File: src/rtl/mips_run_pkg.sv
// Shared types for the MIPS CPU run controller: FSM state encoding and
// the status codes reported to the simulation top and the FPGA wrapper.
package mips_run_pkg;

  typedef enum logic [2:0] {
    IDLE     = 3'd0,
    CPU_RST  = 3'd1,
    WAIT_ACT = 3'd2,
    RUN      = 3'd3,
    SETTLE   = 3'd4,
    DONE     = 3'd5
  } run_state_t;

  typedef enum logic [1:0] {
    HALT_OK  = 2'd0,
    TIMEOUT  = 2'd1,
    NO_START = 2'd2,
    MISMATCH = 2'd3
  } run_status_t;

endpackage

File: src/rtl/mips_cpu_run_controller.sv
// Run-control harness for one mips_cpu_harvard instance.
// On start it holds the CPU in reset for RESET_CYCLES, waits up to
// START_TIMEOUT cycles for cpu_active, counts run cycles until the CPU
// halts or TIMEOUT_CYCLES expire, lets the CPU settle one edge, then
// captures register_v0 and pulses done with a status code.
// Optional build macro MIPS_RUN_CHECK_EN: compare the captured v0 against
// expected_v0 on a normal halt and report MISMATCH when they differ.
module mips_cpu_run_controller
  import mips_run_pkg::*;
#(
  parameter int unsigned RESET_CYCLES   = 1,
  parameter int unsigned START_TIMEOUT  = 4,
  parameter int unsigned TIMEOUT_CYCLES = 100,
  parameter int unsigned CYCLE_W        = 16
) (
  input  logic               clk,
  input  logic               reset,
  input  logic               start,
  input  logic [31:0]        expected_v0,
  input  logic               cpu_active,
  input  logic [31:0]        cpu_register_v0,
  output logic               cpu_reset,
  output logic               cpu_clk_enable,
  output logic               busy,
  output logic               done,
  output logic [1:0]         status,
  output logic [31:0]        result_v0,
  output logic [CYCLE_W-1:0] cycle_count
);

  // Terminal counter values; the comparisons against these keep cnt from wrapping.
  localparam logic [CYCLE_W-1:0] RST_LAST = CYCLE_W'(RESET_CYCLES - 1);
  localparam logic [CYCLE_W-1:0] ACT_LAST = CYCLE_W'(START_TIMEOUT - 1);
  localparam logic [CYCLE_W-1:0] RUN_LAST = CYCLE_W'(TIMEOUT_CYCLES - 1);
  localparam logic [CYCLE_W-1:0] RUN_MAX  = CYCLE_W'(TIMEOUT_CYCLES);

  run_state_t          state;
  logic [CYCLE_W-1:0]  cnt;
  logic [CYCLE_W-1:0]  run_len;
  run_status_t         halt_status;

`ifdef MIPS_RUN_CHECK_EN
  // A normal halt is downgraded to MISMATCH when v0 disagrees with the reference.
  assign halt_status = (cpu_register_v0 != expected_v0) ? MISMATCH : HALT_OK;
`else
  // Without the check, expected_v0 is deliberately left unconnected.
  logic unused_expected_v0;
  assign unused_expected_v0 = ^expected_v0;
  assign halt_status        = HALT_OK;
`endif

  // Run-control FSM with registered CPU controls, handshake and result capture.
  always_ff @(posedge clk or negedge reset) begin
    if (!reset) begin
      state          <= IDLE;
      cnt            <= '0;
      run_len        <= '0;
      cpu_reset      <= 1'b1;
      cpu_clk_enable <= 1'b0;
      busy           <= 1'b0;
      done           <= 1'b0;
      status         <= HALT_OK;
      result_v0      <= '0;
      cycle_count    <= '0;
    end else begin
      done <= 1'b0;
      case (state)
        IDLE: begin
          if (start) begin
            state          <= CPU_RST;
            cnt            <= '0;
            busy           <= 1'b1;
            cpu_reset      <= 1'b1;
            cpu_clk_enable <= 1'b1;
          end
        end

        CPU_RST: begin
          if (cnt == RST_LAST) begin
            state     <= WAIT_ACT;
            cnt       <= '0;
            cpu_reset <= 1'b0;
          end else begin
            cnt <= cnt + CYCLE_W'(1);
          end
        end

        WAIT_ACT: begin
          if (cpu_active) begin
            state <= RUN;
            cnt   <= '0;
          end else if (cnt == ACT_LAST) begin
            state          <= DONE;
            done           <= 1'b1;
            cpu_clk_enable <= 1'b0;
            status         <= NO_START;
            result_v0      <= cpu_register_v0;
            cycle_count    <= '0;
          end else begin
            cnt <= cnt + CYCLE_W'(1);
          end
        end

        RUN: begin
          cnt <= cnt + CYCLE_W'(1);
          // The halt check comes first so a halt on the timeout cycle wins.
          if (!cpu_active) begin
            state   <= SETTLE;
            run_len <= cnt;
          end else if (cnt == RUN_LAST) begin
            state          <= DONE;
            done           <= 1'b1;
            cpu_clk_enable <= 1'b0;
            status         <= TIMEOUT;
            result_v0      <= cpu_register_v0;
            cycle_count    <= RUN_MAX;
          end
        end

        SETTLE: begin
          // One extra enabled edge lets the CPU retire its last write before v0 is sampled.
          state          <= DONE;
          done           <= 1'b1;
          cpu_clk_enable <= 1'b0;
          status         <= halt_status;
          result_v0      <= cpu_register_v0;
          cycle_count    <= run_len;
        end

        DONE: begin
          // cpu_reset stays low during DONE so the halted CPU remains inspectable.
          state     <= IDLE;
          busy      <= 1'b0;
          cpu_reset <= 1'b1;
        end

        default: begin
          state          <= IDLE;
          busy           <= 1'b0;
          cpu_reset      <= 1'b1;
          cpu_clk_enable <= 1'b0;
        end
      endcase
    end
  end

endmodule
File: config.mk
export PLATFORM = sky130hd
export DESIGN_NAME = mips_cpu_run_controller
export DESIGN_NICKNAME = d
export VERILOG_FILES = /design/src/rtl/mips_run_pkg.sv /design/src/rtl/mips_cpu_run_controller.sv
export SDC_FILE = /design/constraint.sdc
export NUM_CORES = 1
export LEC_CHECK = 0
export CAP_MARGIN = 10
export CORE_MARGIN = 1
export CORE_UTILIZATION = 47
export CTS_CLUSTER_SIZE = 30
export DETAILED_ROUTE_END_ITERATION = 10
export PLACE_DENSITY = 0.85
export SETUP_SLACK_MARGIN = 0.15
export SYNTH_ARGS = -nofsm -noshare
export SYNTH_HDL_FRONTEND = slang
export SYNTH_SLANG_ARGS = --single-unit
File: constraint.sdc
create_clock -name clk -period 2.7 [get_ports clk]
set_input_delay 0.54 -clock clk [delete_from_list [all_inputs] [get_ports clk]]
set_output_delay 0.54 -clock clk [all_outputs]
set_load 0.05 [all_outputs]
==> impl_metrics.py <==
metrics = {
    "route": {
        "first_iter_violations": 204,
        "drc": 0,
        "vias": 3061,
        "first_pass_iters": 6,
        "ant_nets": 0,
        "wl_mm": 9.367,
        "viasPerCell": 5.576,
        "wl_per_cell_um": 17.06,
    },
    "yosys": {
        "synth_edf_count": 0,
        "synth_ff_type": "dfrtp_1",
        "synth_nets": 415,
        "ys_seq_elements": 89,
        "netlist_area_mm2": 0.004093,
        "yosys.area.top_type_share": 0.5381,
        "yosys_warnings": 0,
        "yosysTopAreaCell": "dfrtp_1",
        "synthArstFlopShare": 1.000,
        "postSynthAreaPerCell_um2": 11.86,
        "yosysUniqueCellTypes": 52,
        "synth_area_leaders": "dfrtp_1 54%, mux2_4 11%, mux2_2 5.2%",
        "syn_inst": 345,
        "seq_area_frac_synth": 0.5445,
    },
    "timing": {
        "fin_tns_setup_ns": 0,
        "slew_headroom": 0.5661,
        "drv_slew": 0,
        "fin_crit_sh": 0.8722,
        "fin_crit_ns": 2.355,
        "hold_violations": 0,
        "grt_setup_unrepaired": "no",
        "worst_slack_ns": 0.3450,
        "whs_ns": 0.2103,
        "worst_pin_slew_ns": 0.6484,
        "setup_violations": 0,
        "timing.fmax_mhz": 424.6,
        "fin_worst_skew_ns": 0.007221,
    },
    "global_routing": {
        "antenna_found_initial": 0,
        "grt_pass1_vias": 2972,
        "grt_pass1_wl_mm": 14.68,
        "track_usage": 0.2122,
        "grt_max_degree": 50,
        "grt-ovfl-total": 0,
    },
    "placement": {
        "io_buffers": 89,
        "dp_hpwl_mm": 6.630,
        "gp_congestion": 0.8892,
        "dp_slack_ns": 0.09338,
    },
    "worst_setup_path": {
        "rr_endpoint": "result_v0[5]",
        "cp_max_fo": 17,
        "cp-start-kind": "register",
        "reg2reg_depth": 6,
        "r2r-start": "cnt[3]",
        "path_class": "reg2reg",
        "end_kind": "register",
        "r2r_slack_ns": 0.35,
        "crit_arrival_ns": 2.60,
        "cp.required_ns": 2.94,
    },
    "floorplanning": {
        "die-width_um": 95.32,
        "io_pins": 122,
        "die_area_mm2": 0.009085,
        "rows": 33,
        "die_height_um": 95.32,
        "core_area_mm2": 0.008341,
        "start_util": 0.4907,
    },
    "clock_network": {
        "cts_buffers": 9,
        "clk_latency_ns": 0.36,
        "postCtsHoldBufs": 0,
        "htree_levels": 3,
        "post_cts_buffers": 0,
        "tritoncts": "yes",
        "clk_pin_slew_ns": 0.09,
        "cts-root-buf": "clkbuf_8",
        "clkSinkCount": 89,
        "cts_resized": 0,
        "cts_buffer_depth": 2,
    },
    "power_and_ir_drop": {
        "peakVddDrop_uv": 472.6,
        "leakage_nw": 2.301,
        "power_w": 0.006559,
        "powerDensity_mw_per_mm2": 1237,
    },
    "run": {
        "drv_cap": 0,
    },
    "hold_path": {
        "hold_path_class": "in2async",
    },
    "status": {
        "status": "finished clean",
    },
    "finish": {
        "final_util": 0.6359,
        "drive_above_1_share": 0.1959,
        "nFillCells": 616,
        "antenna_cells": 0,
        "area_growth_pct": 29.59,
        "final_cell_mix": "88 x dfrtp_1, 88 x clkdlybuf4s50_1, 47 x nand2_1",
        "layout.nets": 510,
    },
}
[sequential cells by signal, summed over array words and instances, names as in the netlist]
name / cells
result_v0: 32
cnt: 16
cycle_count: 16
run_len: 16
state: 3
status: 2
busy: 1
cpu_clk_enable: 1
cpu_reset: 1
done: 1
[final cells by class]
type,count,area [µm²],area share
Sequential cell,89,2228,0.4201
Tap cell,105,131.4,0.02477
Clock inverter,5,63.81,0.01203
Clock buffer,10,137.6,0.02595
Inverter,9,33.78,0.006369
Timing Repair Buffer,103,1031,0.1944
Multi-Input combinational cell,228,1678,0.3163
[worst max-delay path, cell delays in order, from the launching register on]
cell	delay, ns
dfrtp_1	0.47
nor4_1	0.52
and3_1	0.29
and4_1	0.23
or2_4	0.21
buf_12	0.20
mux2_4	0.31
[per-layer routing]
metal	wire, µm	vias up	GRT usage
met2	4502	136	0.3500
li1	-	1423	-
met4	159	0	0.09343
met5	0	-	0
met1	3909	1481	0.2682
met3	796	21	0.04545
[per-stage QoR]
stage          instances  cell area (µm²)
4_1_cts              549             5304
2_1_floorplan        345             4093
5_1_grt              549             5304
3_5_place_dp         534             5102
3_3_place_gp         534             5102
6_report             549             5304
[how the worst max path moves through the flow]
stage / from / end / slack [ns] / depth (start not counted)
6_report: cnt[3] / result_v0[5] / 0.35 / 6
5_1_grt: cnt[3] / cnt[5] / 0.20 / 6
4_1_cts: cnt[11] / result_v0[5] / 0.36 / 6
3_5_place_dp: cpu_active / result_v0[5] / 0.09 / 7
3_3_place_gp: cpu_active / result_v0[9] / 0.13 / 7
2_1_floorplan: cnt[6] / result_v0[0] / 0.51 / 9
[power by group]
| group | switching [W] | total [W] | internal, W |
|---|---|---|---|
| combinational | 0.00219 | 0.00359 | 0.00139 |
| sequential | 0.000280 | 0.00204 | 0.00176 |
| clock | 0.000473 | 0.000930 | 0.000456 |
[cells in the mapped netlist (2+ instances only)]
cell type / number
nor4_1: 6
o21ai_0: 35
nor2b_1: 4
a31oi_1: 2
nand4_1: 5
buf_12: 4
inv_1: 9
and3_1: 4
nor2_1: 15
xnor2_1: 2
a22o_1: 6
mux2_4: 29
o211ai_1: 2
o22ai_1: 2
and4_1: 4
dfrtp_1: 88
and2_1: 2
o2bb2ai_1: 2
mux2_2: 19
a21oi_1: 5
buf_6: 2
nand2b_1: 2
ha_1: 2
nand3_1: 5
clkbuf_1: 11
nor3_1: 4
nor3b_1: 3
nand2_1: 47
[cells by family after synthesis]
logic type      Yosys count  synth area share
simple gates            106            0.1269
fa+ha+maj                 2          0.006113
buf+inv                  28           0.04555
compound gates           70            0.1140
xor+xnor                  2          0.004281
flops                    89            0.5445
mux                      48            0.1587
(Power assumes the default switching activity.)
